<file path="config.mk">
export PLATFORM = sky130hd
export DESIGN_NAME = dm_write_logger
export DESIGN_NICKNAME = d
export VERILOG_FILES = /design/src/rtl/dm_write_logger.sv
export SDC_FILE = /design/constraint.sdc
export NUM_CORES = 1
export LEC_CHECK = 0
export BUFFER_PORTS_ARGS = -buffer_cell sky130_fd_sc_hd__clkbuf_2
export CAP_MARGIN = 15
export CORE_UTILIZATION = 36
export CTS_CLUSTER_SIZE = 28
export DETAILED_ROUTE_END_ITERATION = 7
export SKIP_CTS_REPAIR_TIMING = 1
export SYNTH_ARGS = -nofsm -noshare
export SYNTH_HDL_FRONTEND = slang
export SYNTH_SLANG_ARGS = --single-unit
export TNS_END_PERCENT = 30
</file>
<file path="constraint.sdc">
create_clock -name CLK -period 9.35 [get_ports CLK]
set_input_delay 0.4675 -clock CLK [delete_from_list [all_inputs] [get_ports CLK]]
set_output_delay 0.4675 -clock CLK [all_outputs]
set_load 0.005 [all_outputs]
</file>
<file path="src/rtl/dm_write_logger.sv">
// dm_write_logger: watches the data-memory store port and queues each store
// (address, data) in a small FIFO. Each entry is streamed out as two words,
// address first and then data, over a valid/ready port. When the FIFO is full,
// a store is dropped and the loss is recorded.
// Optional build macro: DM_LOG_FILTER_EN restricts capture to the window
// LO_ADDR..HI_ADDR (inclusive, unsigned).
// Handshake: a word moves when OUT_VALID & OUT_READY are both high at a rising
// CLK edge. Once OUT_VALID is high, it stays high with OUT_DATA/OUT_LAST stable
// until that handshake (RST excepted).
module dm_write_logger #(
    parameter int          DEPTH   = 8,
    parameter logic [31:0] LO_ADDR = 32'h0000_0000,
    parameter logic [31:0] HI_ADDR = 32'hFFFF_FFFF
) (
    input  logic                     CLK,
    input  logic                     RST,
    input  logic                     MEM_WRITE,
    input  logic [31:0]              ADDR,
    input  logic [31:0]              WRITE_DATA,
    output logic                     OUT_VALID,
    input  logic                     OUT_READY,
    output logic [31:0]              OUT_DATA,
    output logic                     OUT_LAST,
    output logic [$clog2(DEPTH):0]   COUNT,
    output logic                     OVERFLOW,
    output logic [15:0]              DROP_CNT
);

    localparam int AW = $clog2(DEPTH);
    localparam int CW = AW + 1;
    localparam logic [CW-1:0] FULL_CNT = CW'(DEPTH);

    typedef enum logic [1:0] {
        IDLE      = 2'd0,
        SEND_ADDR = 2'd1,
        SEND_DATA = 2'd2
    } state_t;

    state_t state, state_next;

    logic [31:0]   addr_mem [DEPTH];
    logic [31:0]   data_mem [DEPTH];
    logic [AW-1:0] wr_ptr, rd_ptr;
    logic          eligible, push, pop, drop;

`ifdef DM_LOG_FILTER_EN
    // Only stores inside the address window are of interest.
    assign eligible = MEM_WRITE && (ADDR >= LO_ADDR) && (ADDR <= HI_ADDR);
`else
    // Every store is logged; the window bounds have no effect in this build.
    logic unused_window;
    assign unused_window = ^{LO_ADDR, HI_ADDR};
    assign eligible      = MEM_WRITE;
`endif

    // Push/pop/drop decisions. A full FIFO still accepts a store when the head
    // leaves in the same cycle.
    always_comb begin
        pop  = (state == SEND_DATA) && OUT_READY;
        push = eligible && ((COUNT != FULL_CNT) || pop);
        drop = eligible && !push;
    end

    // Storage array. Only the pointers are reset; stale contents are never
    // presented because OUT_VALID depends on the state.
    always_ff @(posedge CLK) begin
        if (!RST && push) begin
            addr_mem[wr_ptr] <= ADDR;
            data_mem[wr_ptr] <= WRITE_DATA;
        end
    end

    // Pointers, occupancy and loss bookkeeping.
    always_ff @(posedge CLK) begin
        if (RST) begin
            wr_ptr   <= '0;
            rd_ptr   <= '0;
            COUNT    <= '0;
            OVERFLOW <= 1'b0;
            DROP_CNT <= '0;
        end else begin
            if (push) wr_ptr <= wr_ptr + AW'(1);
            if (pop)  rd_ptr <= rd_ptr + AW'(1);
            case ({push, pop})
                2'b10:   COUNT <= COUNT + CW'(1);
                2'b01:   COUNT <= COUNT - CW'(1);
                default: COUNT <= COUNT;
            endcase
            if (drop) begin
                OVERFLOW <= 1'b1;
                if (DROP_CNT != 16'hFFFF) DROP_CNT <= DROP_CNT + 16'd1;
            end
        end
    end

    // State register for the two-word output sequencer.
    always_ff @(posedge CLK) begin
        if (RST) state <= IDLE;
        else     state <= state_next;
    end

    // Next state and output word selection.
    always_comb begin
        state_next = state;
        OUT_VALID  = 1'b0;
        OUT_DATA   = 32'd0;
        OUT_LAST   = 1'b0;
        case (state)
            IDLE: begin
                if ((COUNT != '0) || push) state_next = SEND_ADDR;
            end
            SEND_ADDR: begin
                OUT_VALID = 1'b1;
                OUT_DATA  = addr_mem[rd_ptr];
                if (OUT_READY) state_next = SEND_DATA;
            end
            SEND_DATA: begin
                OUT_VALID = 1'b1;
                OUT_DATA  = data_mem[rd_ptr];
                OUT_LAST  = 1'b1;
                if (OUT_READY) begin
                    if ((COUNT > CW'(1)) || push) state_next = SEND_ADDR;
                    else                           state_next = IDLE;
                end
            end
            default: state_next = IDLE;
        endcase
    end

endmodule

</file>
Word level (Yosys, flattened, before mapping)
Memories as Yosys holds them, arrays and structs flattened. A register that Yosys moved wholly into a read port is not among the register bits.
Index checks and enable logic that the tools add are counted.
W data, S select, Z words.
{"block": "word_totals", "reg_bits": 29, "ramBits": 512, "in_bits": 68, "out_inout_bits": 55, "elab_cells": 53, "n_memories": 2}
{"block": "op_classes", "addsub": 5, "magnitude_cmp": 1, "eq_ne": 9, "n_mux": 15, "n_reduce_logical": 15}
{"memory": "addr_mem", "words": 8, "word_bits": 32, "rd": 1, "rd_clocked_by_memory_dff": 1, "wr": 1, "line_no": "41", "text": "logic [31:0] addr_mem [DEPTH];"}
{"memory": "data_mem", "words": 8, "word_bits": 32, "rd": 1, "rd_clocked_by_memory_dff": 1, "wr": 1, "line_no": "42", "text": "logic [31:0] data_mem [DEPTH];"}
{"cell": "$pmux W32 S2", "count": 1}
{"cell": "$add A16 B1 Y16 const B", "count": 1}
{"cell": "$ne A16 B16 Y1 const B", "count": 1}
{"cell": "$mux W3", "count": 4}
{"cell": "$pmux W4 S2", "count": 1}
{"cell": "$add A3 B1 Y3 const B", "count": 2}
{"cell": "$mux W2", "count": 3}
{"cell": "$ne A2 B2 Y1 const B", "count": 3}
{"cell": "$pmux W2 S3", "count": 1}
{"cell": "$mux W1", "count": 5}
{"cell": "$add A4 B1 Y4 const B", "count": 1}
{"cell": "$eq A2 B1 Y1 const B", "count": 2}
{"cell": "$eq A2 B2 Y1 const B", "count": 2}
{"cell": "$gt A4 B1 Y1 const B", "count": 1}
{"cell": "$logic_and A1 B1 Y1", "count": 4}
{"cell": "$ne A4 B4 Y1 const B", "count": 1}
{"cell": "$reduce_bool A4 Y1", "count": 1}
{"cell": "$sub A4 B1 Y4 const B", "count": 1}
{"cell": "$logic_or A1 B1 Y1", "count": 3}
{"cell": "$reduce_and A3 Y1", "count": 1}
{"cell": "$logic_not A1 Y1", "count": 2}
{"cell": "$logic_not A2 Y1", "count": 1}
{"cell": "$reduce_and A2 Y1", "count": 1}
{"cell": "$reduce_bool A2 Y1", "count": 1}
{"cell": "$reduce_or A2 Y1", "count": 1}

Longest topological paths before layout
{"block": "depth", "word_depth": 8, "ltp_mapped": 9, "mapped_depth_nobuf": 9}

Worst setup path after synthesis
OpenSTA, ideal clock, no wires.
{"block": "synth_path", "kind": "register -> register", "start": "register COUNT[0]", "end": "memory addr_mem[0][0], enable pin", "setup_ns": 0.644, "arrival_time_ns": 7.418, "required_time_ns": 8.706, "setup_slack_ns": 1.288, "stages_incl_launch_ff": 7, "n_path_buf": 0, "synth_period_minus_slack_ns": 8.062, "path_cell_list": "dfxtp_1 > inv_1 > ha_1 > nand2b_1 > o21ai_0 > or2_2 > nor4_1"}
{"block": "synth_between", "elab_chain_len": 6}
{"item": "start: declaration", "line_no": "24", "text": "output logic [$clog2(DEPTH):0] COUNT,"}
{"item": "start signal: assignment", "line_no": "85", "text": "2'b10: COUNT <= COUNT + CW'(1);"}
{"item": "start signal: assignment", "line_no": "86", "text": "2'b01: COUNT <= COUNT - CW'(1);"}
{"item": "$ne A4 B4 Y1", "line_no": "60", "text": "push = eligible && ((COUNT != FULL_CNT) || pop);"}
{"item": "$logic_or A1 B1 Y1", "line_no": "60"}
{"item": "$logic_and A1 B1 Y1", "line_no": "60"}
{"item": "$logic_and A1 B1 Y1", "line_no": "67", "text": "if (!RST && push) begin"}
{"item": "$mux W1", "line_no": "67"}
{"item": "$mux W1 (not written as such)", "line_no": "68", "text": "addr_mem[wr_ptr] <= ADDR;"}
{"item": "end: declaration", "line_no": "41"}
Every way passes these cells.

==> results.py <==
metrics = {
    "floorplanning": {
        "fp-row-count": 88,
        "core_sq_um": 58200,
        "fp.dieW_microns": 246,
        "ioPinCount": 123,
        "start_util_pct": 36.7,
        "dieHeight_microns": 246,
        "die-area_sq_um": 60400,
    },
    "finish": {
        "stdcell_count": 2082,
        "syn_to_final_growth_pct": 15.4,
        "fillerInstances": 5069,
        "final_cell_area_sq_um": 24700,
        "layout-drive-gt1-share_pct": 27.2,
        "layout_commonest_cell": "edfxtp_1",
        "final_cell_mix": "512 x edfxtp_1, 122 x clkbuf_2, 98 x nand2_1",
        "final_nets": 1350,
    },
    "setup_path": {
        "path_delay_family": "buffers and inverters",
        "slowest_stage": "dfxtp_4",
        "worstReg2RegEnd": "addr_mem[6][0]$_DFFE_PP_",
        "ff2ff_path_depth": 7,
        "r2r_setup_slack_ps": 5860,
        "endpoint": "OUT_DATA[21]",
        "critPathMaxFanout": 56,
        "critPathMaxStageDelay_ps": 1020,
        "cp_num_buf_inv": 2,
        "worstPathArrival_ps": 3960,
        "start_kind": "register",
        "crit_required_ps": 8880,
        "r2r_start": "COUNT[0]$_SDFFE_PP0P_",
        "path_class": "register to primary output",
        "crit_path_end_kind": "primary output",
        "crit_cells": 5,
        "crit_path_cell_trace": "buf_4 -> mux4_2 -> and3_1 -> a221o_1 -> clkbuf_2",
    },
    "grt": {
        "busiest_layer": "met2",
        "grtUsageMet1_pct": 20.9,
        "track_usage_pct": 15.8,
        "grt_overflow": 0,
        "grt_max_degree": 59,
        "grt_pass1_vias": 11400,
        "use_met2_pct": 26.4,
        "grt_first_pass_wirelength_microns": 71100,
        "antenna_found_initial": 3,
        "met3_usage_pct": 3.28,
    },
    "detailed_routing": {
        "drc_errors": 0,
        "first_pass_iters": 5,
        "wl_per_cell_microns": 22.5,
        "via_count": 11000,
        "ant_nets": 0,
        "drt-total-wl_microns": 46800,
        "via_per_inst": 5.26,
        "drtIter0Drc": 806,
    },
    "sta": {
        "period_needed_ps": 4430,
        "finClkSkew_ps": 15.9,
        "relSlewSlack_pct": 27.4,
        "fin_crit_sh_pct": 47.4,
        "rsz0062_at_grt": "no",
        "setup_ws_ps": 4920,
        "worst_pin_slew_ps": 1090,
        "setup_viol": 0,
        "finalHoldViolations": 0,
        "drv_slew": 0,
        "setup_tns_ps": 0,
        "max_clock_freq_mhz": 226,
    },
    "synth": {
        "yosysSeqAreaShare_pct": 74.9,
        "yosysUniqueCellTypes": 52,
        "syn-cell-area_sq_um": 21400,
        "netlist_instances": 1123,
        "synth-seq-cells": 544,
        "avgSynthCellArea_sq_um": 19.0,
        "synth_edf_count": 512,
        "synth_flop_cell": "edfxtp_1",
        "async_flop_share_pct": 0,
        "yosysWarnings": 0,
        "syn_nets": 1204,
    },
    "power_and_ir_drop": {
        "ir_drop_v": 0.000142,
        "p_total_w": 0.00534,
        "power_density_nw_per_um2": 216,
        "p_leak_nw": 7.70,
    },
    "hold_path": {
        "hold_class": "input pin to register",
    },
    "clock_tree": {
        "htree_levels": 2,
        "clk_latency_ps": 620,
        "clk_pin_slew_worst_paths_ps": 60,
        "cts_buffers": 57,
        "cts_tree": "yes",
        "clock-sinks": 544,
        "root_buffer": "clkbuf_16",
        "cts_max_path_buffers": 3,
    },
    "run_status": {
        "run_status": "finished, final reports clean",
    },
    "placement": {
        "dpl.cell_count": 1975,
        "placed_cell_area_sq_um": 22900,
        "pre_cts_ws_ps": 5430,
        "dpl.hpwl_microns": 25800,
        "gp_congestion": 0.724,
        "port_buffers": 122,
    },
    "flow_run": {
        "timing.max_cap.violations": 0,
    },
}
## synth_stat cells (13+ instances only)
cell	count	share of area (%)
a32oi_1	29	1.2
nor2_1	23	0.40
o211ai_1	31	1.1
dfxtp_1	32	3.0
a21oi_1	16	0.37
nand4_1	33	0.97
edfxtp_1	512	72
clkbuf_1	25	0.44
mux4_2	96	10
mux2i_1	67	3.1
nand2_1	98	1.7
ha_1	13	0.76
buf_4	14	0.49
## worst min-delay path by stage
stage                          startpoint                  endpoint  slack, ps  cells past startpoint
floorplan           OVERFLOW$_SDFFE_PP0P_     OVERFLOW$_SDFFE_PP0P_        440                      2
global placement    OVERFLOW$_SDFFE_PP0P_     OVERFLOW$_SDFFE_PP0P_        440                      2
detailed placement  OVERFLOW$_SDFFE_PP0P_     OVERFLOW$_SDFFE_PP0P_        450                      2
CTS                         WRITE_DATA[2]  data_mem[6][2]$_DFFE_PP_         80                      1
global route                WRITE_DATA[2]  data_mem[5][2]$_DFFE_PP_        110                      1
finish                      WRITE_DATA[2]  data_mem[3][2]$_DFFE_PP_        130                      1
## metrics by stage
stage / hold slack, ps / utilization (%)
2_1_floorplan: 442 / -
3_3_place_gp: 437 / 39.3
3_5_place_dp: 446 / 39.3
4_1_cts: 82.9 / 42.4
5_1_grt: 110 / 42.4
6_report: 134 / 42.4
## registers in the layout, indices dropped and copies added (netlist names), named ones only
register	count
data_mem	256
addr_mem	256
wr_ptr	3
rd_ptr	3
OVERFLOW	1
COUNT	4
DROP_CNT	16
state	2
## report_power, final
group	leakage (nW)	total, W	switching [W]	internal (W)
Clock	0.863	0.00215	0.000944	0.00121
Combinational	1.95	0.000459	0.000259	0.000200
Sequential	4.89	0.00273	0.0000326	0.00270
## routing by layer
| layer | up-vias | share of wire (%) |
|---|---|---|
| met4 | 4 | 1.4 |
| met3 | 57 | 5.4 |
| met1 | 5675 | 43 |
| met5 | - | 0.064 |
| met2 | 277 | 50 |
| li1 | 4938 | - |
## area by class of cell
class	instances	area, sq um	area share, %
flip-flops and latches	544	16000	64.9
multi-input cells	512	5100	20.7
clock buffers	63	1450	5.87
well taps	765	957	3.88
repair buffers	145	783	3.17
clock inverters	43	330	1.34
inverters	9	33.8	0.137
diodes	1	2.50	0.0101
## cells by family after synthesis
| kind of cell | share of synthesized area [%] |
|---|---|
| compound gates | 3.78 |
| fa+ha+maj | 0.760 |
| xor+xnor | 0.246 |
| flops | 74.9 |
| buf+inv | 1.61 |
| mux | 13.6 |
| simple gates | 5.17 |
No activity file was read; power rests on OpenSTA's default activity.
